--- src/rtl/mem_stage_sram.sv ---
// MEM stage: 32-bit loads/stores over a 16-bit SRAM as two halfword accesses.
// Freezes the pipeline until the access finishes, then releases it for one cycle.
module mem_stage_sram #(
    parameter int          WAIT_CYCLES = 2,
    parameter int          ADDR_W      = 18,
    parameter logic [31:0] BASE_ADDR   = 32'd1024
) (
    input  logic              clk,
    input  logic              rst,
    input  logic              wb_en,
    input  logic              mem_r_en,
    input  logic              mem_w_en,
    input  logic [31:0]       alu_result,
    input  logic [31:0]       st_val,
    input  logic [3:0]        dest,
    input  logic [15:0]       sram_dq_in,
    output logic              wb_en_out,
    output logic              mem_r_en_out,
    output logic [31:0]       alu_result_out,
    output logic [3:0]        dest_out,
    output logic [31:0]       mem_result,
    output logic              freeze,
    output logic [ADDR_W-1:0] sram_addr,
    output logic [15:0]       sram_dq_out,
    output logic              sram_dq_oe,
    output logic              sram_we_n
);

    localparam int CNT_W = (WAIT_CYCLES > 1) ? $clog2(WAIT_CYCLES) : 1;
    localparam logic [CNT_W-1:0] CNT_LAST = CNT_W'(WAIT_CYCLES - 1);

    localparam logic [1:0] S_IDLE = 2'd0;
    localparam logic [1:0] S_LO   = 2'd1;
    localparam logic [1:0] S_HI   = 2'd2;
    localparam logic [1:0] S_DONE = 2'd3;

    logic [1:0]        state;
    logic [1:0]        state_nxt;
    logic [CNT_W-1:0]  cnt;
    logic [CNT_W-1:0]  cnt_nxt;
    logic              cnt_last;
    logic              req;
    logic              start;
    logic              in_lo;
    logic              in_hi;
    logic              lo_end;
    logic              hi_end;

    logic              is_store;
    logic [15:0]       st_hi;
    logic [ADDR_W-1:0] lo_lat;
    logic [ADDR_W-1:0] hi_addr;

    logic [31:0]       offset;
    logic [31:0]       lo_full;
    logic [ADDR_W-1:0] lo_addr;
    logic              unused_bits;

    assign wb_en_out      = wb_en;
    assign mem_r_en_out   = mem_r_en;
    assign alu_result_out = alu_result;
    assign dest_out       = dest;

    assign req = mem_r_en | mem_w_en;

    // Halfword address of the low half: ((addr - base) >> 2) << 1.
    assign offset  = alu_result - BASE_ADDR;
    assign lo_full = {1'b0, offset[31:2], 1'b0};
    assign lo_addr = lo_full[ADDR_W-1:0];
    assign hi_addr = {lo_lat[ADDR_W-1:1], 1'b1};

    assign unused_bits = ^{offset[1:0], lo_full[31:ADDR_W], lo_lat[0]};

    assign in_lo    = (state == S_LO);
    assign in_hi    = (state == S_HI);
    assign cnt_last = (cnt == CNT_LAST);
    assign start    = (state == S_IDLE) & req;
    assign lo_end   = in_lo & cnt_last;
    assign hi_end   = in_hi & cnt_last;

    // Stall while a request waits in IDLE or either halfword is in flight.
    assign freeze = rst & (start | in_lo | in_hi);

    // Strobes follow the phase directly so reset drops them at once.
    assign sram_we_n  = ~((in_lo | in_hi) & is_store);
    assign sram_dq_oe = (in_lo | in_hi) & is_store;

    // Next state and wait counter.
    always_comb begin
        state_nxt = state;
        cnt_nxt   = cnt;
        unique case (state)
            S_IDLE: begin
                cnt_nxt = '0;
                if (req) begin
                    state_nxt = S_LO;
                end
            end
            S_LO: begin
                if (cnt_last) begin
                    state_nxt = S_HI;
                    cnt_nxt   = '0;
                end else begin
                    cnt_nxt = cnt + 1'b1;
                end
            end
            S_HI: begin
                if (cnt_last) begin
                    state_nxt = S_DONE;
                    cnt_nxt   = '0;
                end else begin
                    cnt_nxt = cnt + 1'b1;
                end
            end
            S_DONE: begin
                state_nxt = S_IDLE;
                cnt_nxt   = '0;
            end
            default: begin
                state_nxt = S_IDLE;
                cnt_nxt   = '0;
            end
        endcase
    end

    // State and counter registers.
    always_ff @(posedge clk or negedge rst) begin
        if (!rst) begin
            state <= S_IDLE;
            cnt   <= '0;
        end else begin
            state <= state_nxt;
            cnt   <= cnt_nxt;
        end
    end

    // Capture op type, address and upper store data when the access starts.
    always_ff @(posedge clk or negedge rst) begin
        if (!rst) begin
            is_store <= 1'b0;
            st_hi    <= '0;
            lo_lat   <= '0;
        end else if (start) begin
            is_store <= mem_w_en;
            st_hi    <= st_val[31:16];
            lo_lat   <= lo_addr;
        end
    end

    // SRAM address/data are loaded on phase entry and held otherwise.
    always_ff @(posedge clk or negedge rst) begin
        if (!rst) begin
            sram_addr   <= '0;
            sram_dq_out <= '0;
        end else if (start) begin
            sram_addr <= lo_addr;
            if (mem_w_en) begin
                sram_dq_out <= st_val[15:0];
            end
        end else if (lo_end) begin
            sram_addr <= hi_addr;
            if (is_store) begin
                sram_dq_out <= st_hi;
            end
        end
    end

    // Load data halves are sampled on the last cycle of each phase.
    always_ff @(posedge clk or negedge rst) begin
        if (!rst) begin
            mem_result <= '0;
        end else if (!is_store) begin
            if (lo_end) begin
                mem_result[15:0] <= sram_dq_in;
            end
            if (hi_end) begin
                mem_result[31:16] <= sram_dq_in;
            end
        end
    end

endmodule

--- config.mk ---
export PLATFORM = sky130hd
export DESIGN_NAME = mem_stage_sram
export DESIGN_NICKNAME = d
export VERILOG_FILES = /design/src/rtl/mem_stage_sram.sv
export SDC_FILE = /design/constraint.sdc
export NUM_CORES = 1
export LEC_CHECK = 0
export ABC_AREA = 1
export CAP_MARGIN = 5
export CORE_ASPECT_RATIO = 0.7
export CORE_MARGIN = 4
export CORE_UTILIZATION = 43
export DETAILED_ROUTE_END_ITERATION = 8
export PLACE_DENSITY_LB_ADDON = 0.05
export SETUP_SLACK_MARGIN = 0.3
export SYNTH_ARGS = -nofsm -noshare
export SYNTH_HDL_FRONTEND = slang
export SYNTH_SLANG_ARGS = --single-unit
--- constraint.sdc ---
create_clock -name clk -period 2.19 [get_ports clk]
set_clock_uncertainty 0.05 [all_clocks]
set_input_delay 0.438 -clock clk [delete_from_list [all_inputs] [get_ports clk]]
set_output_delay 0.438 -clock clk [all_outputs]
set_load 0.02 [all_outputs]
==> results.tsv, run 1 <==
metric	value	unit
post-layout total power	9.79	mW
fin. max-slew vios	0	
Post-Syn Nets	627	
fraction of synthesis flops using an asynchronous set or reset pin	1.00	
placer congestion estimate	0.884	
num rows	31	
IO Pins	196	
area taken by flip-flops and latches	2580	um^2
clk sinks	103	
overall die height	94.4	um
area share of the largest cell type after synthesis	0.562	
element type at the critical path end	output pin	
post-route fraction of the period consumed by the critical path	0.841	
Yosys warning total	0	
clock tree buffer depth	2	
actual transition at the worst max-transition pin	0.684	ns
placeable core region	10400	um^2
Post-synth EDFFs	0	
largest voltage drop on the vdd net	0.768	mV
# diodes	0	
number of non-filler instances in the completed layout	804	
final worst-path setup slack	0.349	ns
Filler cells	916	
DRC violations left	0	
CTS root buf	sky130_fd_sc_hd__clkbuf_16	
cells traversed along the worst timing path	clkdlybuf4s50_1 > inv_2 > nand2_2 > nand2_4 > a21boi_4 > buf_6	
placed standard-cell area	6070	um^2
count of maximum capacitance violations	0	
count of mapped cells out of synthesis	534	
number of hold-slack violations in the final timing report	0	
startpoint type of the worst setup path	input pin	
DIE AREA	12400	um^2
final setup fails	0	
die width	131	um
clock insertion delay at the later pin of the skew report	0.33	ns
initial core utilization	0.441	
Max-slew headroom	0.544	
number of register bits inferred by synthesis	103	
minimum setup slack after placement	-0.244	ns
CTS hold repair buffers	0	
max frequency	543	MHz
synthesized area	4590	um^2
part of the Yosys area used for sequential elements	0.562	
P per Cell Area	1510	nW/um^2
outcome	completed	
Total Wirelength	11700	um
pin count of the biggest net entering global routing	55	
number of vias per cell after detailed routing	4.71	
number of different library cells in the post-synthesis netlist	24	
cell with the largest stage delay on the worst path	sky130_fd_sc_hd__clkdlybuf4s50_1	
First DRT Iteration DRCs	217	
clock-pin slew on the worst setup and hold paths	0.06	ns
classification of the worst setup path	input pin to output pin	
Congestion Overflow GR	0	
path type of the worst min-delay path	input pin to asynchronous set/reset pin	
first-pass iteration count of the detailed router	4	
top flip-flop cell by instance count after synthesis	sky130_fd_sc_hd__dfrtp_1	
number of antenna violations at the first check in global routing	0	
Final nets	761	
number of input and output port buffers inserted	155	
area of the multi-input gates	1540	um^2
placed wire-length estimate	8560	um
WP data required	1.70	ns
Static Leak	3.25	nW
first-pass GRT wire length	19400	um
number of buffers added by the clock tree synthesis step	9	
time the final worst path needs with I/O delays and setup	1.84	ns
htree depth	3	
remaining number of nets flagged by the antenna check after routing	0	
largest cells by area after synthesis	sky130_fd_sc_hd__dfrtp_1 (56%), sky130_fd_sc_hd__nand2_1 (18%), sky130_fd_sc_hd__buf_4 (6.4%)	
Area growth, synth to finish	41.2	%
setup repair after global routing missed its margin	true	
arrival time at the worst endpoint	1.35	ns
cell type with the highest aggregate area in the netlist	sky130_fd_sc_hd__dfrtp_1	
mean instance size in the synthesized netlist	8.59	um^2
final instance area	6480	um^2
clock tree from TritonCTS	yes	
count of vias placed by the detailed router	3785	
overall global routing resource usage	0.194	
count of placed standard cells including taps	784	
fraction of layout cells with a size suffix above 1	0.0952	
detail-routed net length per standard cell	14.5	um
Crit path largest cell delay	0.47	ns
via count of the first global-routing pass	3912	
biggest fanout along the worst timing path	2	
kinds of logic after synthesis:
kind of cell	count (synthesis)	synth area share
AO/OA/AOI/OAI	54	0.0641
XOR/XNOR	1	0.00191
adder cells (fa/ha/maj)	4	0.0109
buffers and inverters	95	0.117
flip-flops	103	0.562
AND/OR/NAND/NOR	277	0.244
registers in the layout, summed over array words and instances, names as in the netlist:
name / cells
mem_result: 32
sram_addr: 18
lo_lat: 17
sram_dq_out: 16
st_hi: 16
state: 2
cnt: 1
is_store: 1
area by class of cell:
class,instances,area share
clock buffer,11,0.0375
tap,132,0.0255
sequential,103,0.398
inverter,37,0.0224
multi-input combinational,336,0.238
clock inverter,4,0.0108
timing repair buffer,181,0.268
through the flow:
step	TNS, ns	hold slack, ns	util
3_3_place_gp	-2.66	0.403	0.584
2_1_floorplan	0	0.0924	-
4_1_cts	0	0.234	0.613
6_report	0	0.221	0.623
5_1_grt	0	0.260	0.623
3_5_place_dp	-4.28	0.410	0.584
synthesized netlist by cell type, drive strengths merged, types with 3 or more instances:
cell type  count
a21oi          3
or2            4
a31oi          8
nor2          20
nand3         30
ha             4
and2           4
nand2        218
clkbuf         6
o21ai         42
inv           36
dfrtp        103
buf           52
worst paths after layout:
check,depth (start not counted),to,from,slack (ns)
max in group asynchronous,3,sram_dq_out[1],rst,0.71
max reg2reg,7,lo_lat[15],state[1],0.44
min in group clk,2,sram_dq_out[1],sram_dq_out[1],0.42
min,2,sram_addr[9],rst,0.22
max,6,freeze,mem_w_en,0.35
min reg2reg,2,sram_dq_out[1],sram_dq_out[1],0.42
timing repair:
action,in CTS,in global routing
buffers inserted,2,3
gates resized for setup,31,24
pin swaps,1,0
setup endpoints to repair,49,38
gates cloned,0,0
critical path, delay by kind of cell:
kind / cells / cell delay [ns]
compound gates: 1 / 0.13
buf+inv: 3 / 0.65
simple gates: 2 / 0.13
report_power, final:
| group | total [mW] | internal (mW) | switching [mW] |
|---|---|---|---|
| sequential | 3.28 | 2.84 | 0.445 |
| clock | 1.67 | 1.02 | 0.648 |
| combinational | 4.84 | 2.13 | 2.71 |
| total | 9.79 | 5.99 | 3.80 |
placed cells by master (no fill, tap or decap), types with 8 or more instances in the layout:
cell,Yosys,final
sky130_fd_sc_hd__nand2_1,214,213
sky130_fd_sc_hd__dfrtp_1,103,103
sky130_fd_sc_hd__inv_1,34,31
sky130_fd_sc_hd__dlygate4sd2_1,0,18
sky130_fd_sc_hd__nand3_1,30,30
sky130_fd_sc_hd__nor2_1,20,19
sky130_fd_sc_hd__a31oi_1,8,8
sky130_fd_sc_hd__clkbuf_16,0,9
sky130_fd_sc_hd__clkdlybuf4s50_1,0,132
sky130_fd_sc_hd__buf_4,39,25
sky130_fd_sc_hd__o21ai_0,41,41
routing by layer:
metal / global-route usage / routed length, um / vias up
met5: 0 / 0 / -
met4: 0.0516 / 155 / 0
met3: 0.0655 / 914 / 21
met2: 0.286 / 5100 / 133
met1: 0.276 / 5500 / 1738
li1: - / - / 1893
Note: power is estimated with default switching activity, not from simulation.
==> run 2: changes to the inputs <==
Settings changed: CORE_UTILIZATION 43 to 39.
Clock period 2.19 ns to 1.6 ns, I/O delays scaled along.
==> results.tsv, run 2 (synthesized netlist as in run 1, its figures left out) <==
metric	value	unit	change
placeable core region	11300	um^2	+8.2%
Static Leak	3.52	nW	+8.3%
element type at the critical path end	output pin		
R2R Path Start	state[1]		
cell with the largest stage delay on the worst path	sky130_fd_sc_hd__dfrtp_1		
critical path capture point	freeze		
first-pass iteration count of the detailed router	4		unchanged
leading cell type in the layout, fill and taps excluded	sky130_fd_sc_hd__nand2_1		
overall die height	98.7	um	+4.6%
DIE AREA	13600	um^2	+9.5%
number of buffers added by the clock tree synthesis step	9		unchanged
WP data required	1.23	ns	-0.47 ns
P per Cell Area	2020	nW/um^2	+33%
overall global routing resource usage	0.178		-0.0155
fin. max-slew vios	0		unchanged
initial core utilization	0.408		-0.0336
final setup fails	33		+33
Top Registers	mem_result: 32 flops, sram_addr: 18 flops, lo_lat: 17 flops		
path type of the worst min-delay path	input pin to asynchronous set/reset pin		
num rows	32		+3.2%
number of input and output port buffers inserted	155		unchanged
via count of the first global-routing pass	3780		-3.4%
placed standard-cell area	6360	um^2	+4.7%
CTS hold repair buffers	0		unchanged
placer congestion estimate	0.867		-2.0%
placed wire-length estimate	8880	um	+3.7%
outcome	complete, but fails checks		
Reg2Reg Depth	9		+2
DRC violations left	0		unchanged
count of vias placed by the detailed router	3910		+3.3%
sw power	5.64	mW	+48%
Total Wirelength	12100	um	+4.0%
clock insertion delay at the later pin of the skew report	0.34	ns	about the same
Clk pwr share	0.153		-0.018
count of maximum capacitance violations	0		unchanged
final worst-path setup slack	-0.151	ns	-0.500 ns
register-to-register setup slack	-0.10	ns	-0.54 ns
post-route fraction of the period consumed by the critical path	1.09		
Crit path largest cell delay	0.43	ns	-0.04 ns
first-pass GRT wire length	19300	um	-0.64%
combinational share of power	0.508		+0.014
max frequency	571	MHz	
Final nets	786		+3.3%
time the final worst path needs with I/O delays and setup	1.75	ns	
arrival time at the worst endpoint	1.38	ns	+0.03 ns
number of vias per cell after detailed routing	4.59		-2.4%
start point of the critical path	state[1]		
Congestion Overflow GR	0		unchanged
htree depth	3		unchanged
# diodes	0		unchanged
First DRT Iteration DRCs	182		-16%
clock tree from TritonCTS	yes		
fraction of layout cells with a size suffix above 1	0.291		+0.196
biggest fanout along the worst timing path	3		+1
internal power	7.94	mW	+33%
cells traversed along the worst timing path	inv_2 > ha_4 > nor2_4 > a21boi_4 > buf_6		
pin count of the biggest net entering global routing	61		+11%
clock-pin slew on the worst setup and hold paths	0.07	ns	about the same
net switching share of the total power	0.415		+0.0269
largest voltage drop on the vdd net	0.911	mV	+19%
actual transition at the worst max-transition pin	0.767	ns	+0.0825 ns
number of non-filler instances in the completed layout	851		+5.8%
number of hold-slack violations in the final timing report	0		unchanged
flip-flop count of the largest register, all copies and words added	32		unchanged
Area growth, synth to finish	46.8	%	
final instance area	6730	um^2	+3.9%
classification of the worst setup path	flip-flop to output pin		
minimum setup slack after placement	-0.511	ns	-0.267 ns
IO Pins	196		unchanged
register containing the most flip-flops in the final layout	mem_result		
clock tree buffer depth	2		unchanged
Max-slew headroom	0.489		-0.0550
setup repair after global routing missed its margin	true		
CTS root buf	sky130_fd_sc_hd__clkbuf_16		
count of placed standard cells including taps	832		+6.1%
die width	138	um	+4.7%
violations in the final reports	setup timing		
detail-routed net length per standard cell	14.3	um	-1.7%
number of antenna violations at the first check in global routing	0		unchanged
startpoint type of the worst setup path	flip-flop		
clk sinks	103		unchanged
r2r endpoint	sram_dq_out[3]		
most used cells in the layout excluding fill and tap cells	sky130_fd_sc_hd__nand2_1 (196), sky130_fd_sc_hd__dfrtp_1 (103), sky130_fd_sc_hd__clkdlybuf4s50_1 (49)		
fraction of power consumed by sequential logic	0.339		+0.004
remaining number of nets flagged by the antenna check after routing	0		unchanged
## run 2: cell types whose count changed in the layout (fill, tap and decap cells not counted), moves of 17 or more
| cell | delta |
|---|---|
| sky130_fd_sc_hd__buf_4 | +19 |
| sky130_fd_sc_hd__o21ai_0 | -21 |
| sky130_fd_sc_hd__clkdlybuf4s50_1 | -83 |
| sky130_fd_sc_hd__nand2_1 | -17 |
| sky130_fd_sc_hd__buf_2 | +40 |
| sky130_fd_sc_hd__buf_6 | +44 |
## run 2: repair_timing
| action | 4_1_cts | 5_1_grt |
|---|---|---|
| gates resized for setup | 473 | 69 |
| pin swaps | 17 | 15 |
| buffers inserted | 3 | 0 |
| endpoints found under the setup margin | 189 | 130 |
| endpoints found under the hold margin | 0 | 0 |
## run 2: area by class of cell
cell class	count	area (um^2)
clock buffers	10	239
multi-input cells	336	1690
inverters	37	151
flip-flops and latches	103	2580
clock inverters	6	45.0
fillers	1019	4520
well taps	153	191
repair buffers	206	1840
## run 2: metal layers
layer	GRT usage	vias up	share of wire
met5	0	-	0
met4	0.0468	0	0.013
met3	0.0480	28	0.078
met2	0.261	130	0.43
met1	0.262	1801	0.48
li1	-	1951	-
## run 2: worst min path at each step
| stage | startpoint | end | slack (ns) | cells past startpoint |
|---|---|---|---|---|
| after global placement | sram_dq_out[10] | sram_dq_out[10] | 0.40 | 2 |
| after floorplan | rst | cnt | -0.03 | 0 |
| final | rst | st_hi[0] | 0.18 | 3 |
| after detailed placement | sram_dq_out[10] | sram_dq_out[10] | 0.41 | 2 |
| after global routing | rst | st_hi[0] | 0.22 | 3 |
| after CTS | rst | st_hi[0] | 0.19 | 3 |
## run 2: worst max-delay path: cells and delay by family (launching register included)
| family | cells | cell delay (ns) |
|---|---|---|
| flip-flops | 1 | 0.43 |
| buffers and inverters | 2 | 0.22 |
| adder cells (fa/ha/maj) | 1 | 0.18 |
| AND/OR/NAND/NOR | 1 | 0.14 |
| AO/OA/AOI/OAI | 1 | 0.07 |
## run 2: per-stage QoR
step | power (mW) | setup TNS (ns) | hold WS, ns | util
global route | 14.6 | -6.87 | 0.215 | 0.598
global placement | 11.1 | -27.42 | 0.405 | 0.565
finish | 13.6 | -2.40 | 0.183 | 0.598
detailed placement | 11.3 | -29.51 | 0.408 | 0.565
CTS | 13.1 | -2.01 | 0.190 | 0.579
floorplan | 8.29 | 0 | -0.0256 | -
## run 2: power by group through the flow
stage	clock [mW]	sequential (mW)	combinational, mW
6_report	2.08	4.60	6.89
5_1_grt	2.22	4.74	7.62
4_1_cts	2.14	4.50	6.51
3_5_place_dp	0	4.51	6.75
3_3_place_gp	0	4.48	6.64
2_1_floorplan	0	5.40	2.90
==> run 3: changes to the inputs <==
Settings changed: CORE_MARGIN 4 to 1.5, SKIP_CTS_REPAIR_TIMING set to 1, TNS_END_PERCENT set to 10.
==> results.tsv, run 3 (synthesized netlist as in run 1, its figures left out) <==
metric	value	unit	change
clock insertion delay at the later pin of the skew report	0.33	ns	about the same
clk sinks	103		unchanged
die width	133	um	-3.6%
first-pass iteration count of the detailed router	5		+1
area of the multi-input gates	1700	um^2	+0.96%
startpoint type of the worst setup path	flip-flop		
number of vias per cell after detailed routing	4.59		-0.20%
leading cell type in the layout, fill and taps excluded	sky130_fd_sc_hd__nand2_1		
cells traversed along the worst timing path	inv_2 > ha_2 > nor2_4 > a21boi_4 > buf_6		
Crit path largest cell delay	0.39	ns	-0.04 ns
Filler cells	1026		+0.69%
detail-routed net length per standard cell	13.8	um	-3.5%
time the final worst path needs with I/O delays and setup	1.72	ns	-0.0322 ns
summed negative setup slack over all endpoints	-0.664	ns	+1.73 ns
element type at the critical path end	output pin		
fin. max-slew vios	0		unchanged
outcome	complete, but fails checks		
remaining number of nets flagged by the antenna check after routing	0		unchanged
WP data required	1.23	ns	about the same
sw power	5.71	mW	+1.3%
clock tree from TritonCTS	yes		
CTS root buf	sky130_fd_sc_hd__clkbuf_16		
Total Wirelength	11800	um	-2.9%
pin count of the biggest net entering global routing	80		+31%
via count of the first global-routing pass	3699		-2.1%
htree depth	3		unchanged
internal power	7.99	mW	+0.69%
Final nets	791		+0.64%
largest voltage drop on the vdd net	1.01	mV	+11%
overall die height	93.7	um	-5.1%
flip-flop count of the largest register, all copies and words added	32		unchanged
Static Leak	3.66	nW	+4.1%
net switching share of the total power	0.417		+0.00143
# diodes	0		unchanged
DRC violations left	0		unchanged
number of input and output port buffers inserted	155		unchanged
fraction of layout cells with a size suffix above 1	0.293		+0.00220
area taken by flip-flops and latches	2580	um^2	unchanged
Area growth, synth to finish	47.9	%	
IO Pins	196		unchanged
delay-heaviest family, CP	flip-flops		
count of vias placed by the detailed router	3925		+0.38%
final core utilization	0.603		+0.00456
final setup fails	19		-42%
setup repair after global routing missed its margin	true		
placed wire-length estimate	7910	um	-11%
combinational share of power	0.517		+0.009
num rows	32		unchanged
path type of the worst min-delay path	input pin to asynchronous set/reset pin		
clock-pin slew on the worst setup and hold paths	0.07	ns	about the same
actual transition at the worst max-transition pin	0.495	ns	-0.272 ns
Max-slew headroom	0.666		+0.178
post-route fraction of the period consumed by the critical path	1.07		-0.0201
fraction of power consumed by sequential logic	0.331		-0.008
Clk pwr share	0.152		about the same
clock tree buffer depth	2		unchanged
overall global routing resource usage	0.186		+0.00770
number of hold-slack violations in the final timing report	24		+24
violations in the final reports	hold timing, setup timing		
count of maximum capacitance violations	0		unchanged
initial core utilization	0.408		unchanged
most used cells in the layout excluding fill and tap cells	sky130_fd_sc_hd__nand2_1 (193), sky130_fd_sc_hd__dfrtp_1 (103), sky130_fd_sc_hd__clkbuf_2 (58)		
number of non-filler instances in the completed layout	856		+0.59%
first-pass GRT wire length	18100	um	-6.1%
Top Registers	mem_result: 32 flops, sram_addr: 18 flops, lo_lat: 17 flops		
classification of the worst setup path	flip-flop to output pin		
P per Cell Area	2020	nW/um^2	+0.17%
placer congestion estimate	0.798		-7.9%
arrival time at the worst endpoint	1.35	ns	-0.03 ns
biggest fanout along the worst timing path	3		unchanged
placeable core region	11300	um^2	unchanged
worst hold slack	-0.0605	ns	-0.243 ns
First DRT Iteration DRCs	231		+27%
Congestion Overflow GR	0		unchanged
number of antenna violations at the first check in global routing	0		unchanged
final worst-path setup slack	-0.119	ns	+0.0322 ns
cell with the largest stage delay on the worst path	sky130_fd_sc_hd__dfrtp_1		
register containing the most flip-flops in the final layout	mem_result		
count of placed standard cells including taps	833		+0.12%
max frequency	582	MHz	+1.9%
DIE AREA	12400	um^2	-8.5%
combined buffer and inverter count along the critical path	2		unchanged
number of buffers added by the clock tree synthesis step	9		unchanged
-- run 3: layout make-up --
cell class                      count  area share
Clock buffer                       14      0.0404
Clock inverter                      2     0.00203
Inverter                           37      0.0216
Multi-Input combinational cell    337       0.251
Sequential cell                   103       0.380
Tap cell                          153      0.0282
Timing Repair Buffer              210       0.277
-- run 3: layer usage --
| layer | share of wire | vias up | track usage |
|---|---|---|---|
| li1 | - | 1954 | - |
| met1 | 0.46 | 1800 | 0.247 |
| met2 | 0.44 | 148 | 0.289 |
| met3 | 0.082 | 23 | 0.0680 |
| met4 | 0.015 | 0 | 0.0522 |
| met5 | 0 | - | 0 |
-- run 3: final timing paths --
kind,startpoint,end,slack (ns),cells past startpoint
min in group clk,alu_result[8],lo_lat[7],0.31,4
hold reg to reg,st_hi[5],st_hi[5],0.43,2
hold / removal,rst,mem_result[3],-0.06,2
setup / recovery,state[0],freeze,-0.12,5
max in group asynchronous,rst,sram_dq_out[7],0.83,3
setup reg to reg,state[1],sram_dq_out[4],-0.03,9
-- run 3: through the flow --
step	area [um^2]	total power [mW]	hold slack, ns	setup WS (ns)
5_1_grt	6780	14.7	-0.0459	-0.166
3_5_place_dp	6380	11.3	0.315	-0.502
4_1_cts	6670	13.5	-0.0581	-0.621
2_1_floorplan	4620	8.22	-0.0256	0.154
6_report	6780	13.7	-0.0605	-0.119
3_3_place_gp	6380	11.2	0.309	-0.483
-- run 3: power by group through the flow --
stage / clock, mW / combinational, mW / sequential, mW
global route: 2.26 / 7.75 / 4.66
finish: 2.08 / 7.09 / 4.53
global placement: 0 / 6.72 / 4.47
floorplan: 0 / 2.82 / 5.40
detailed placement: 0 / 6.82 / 4.49
CTS: 2.15 / 6.86 / 4.49
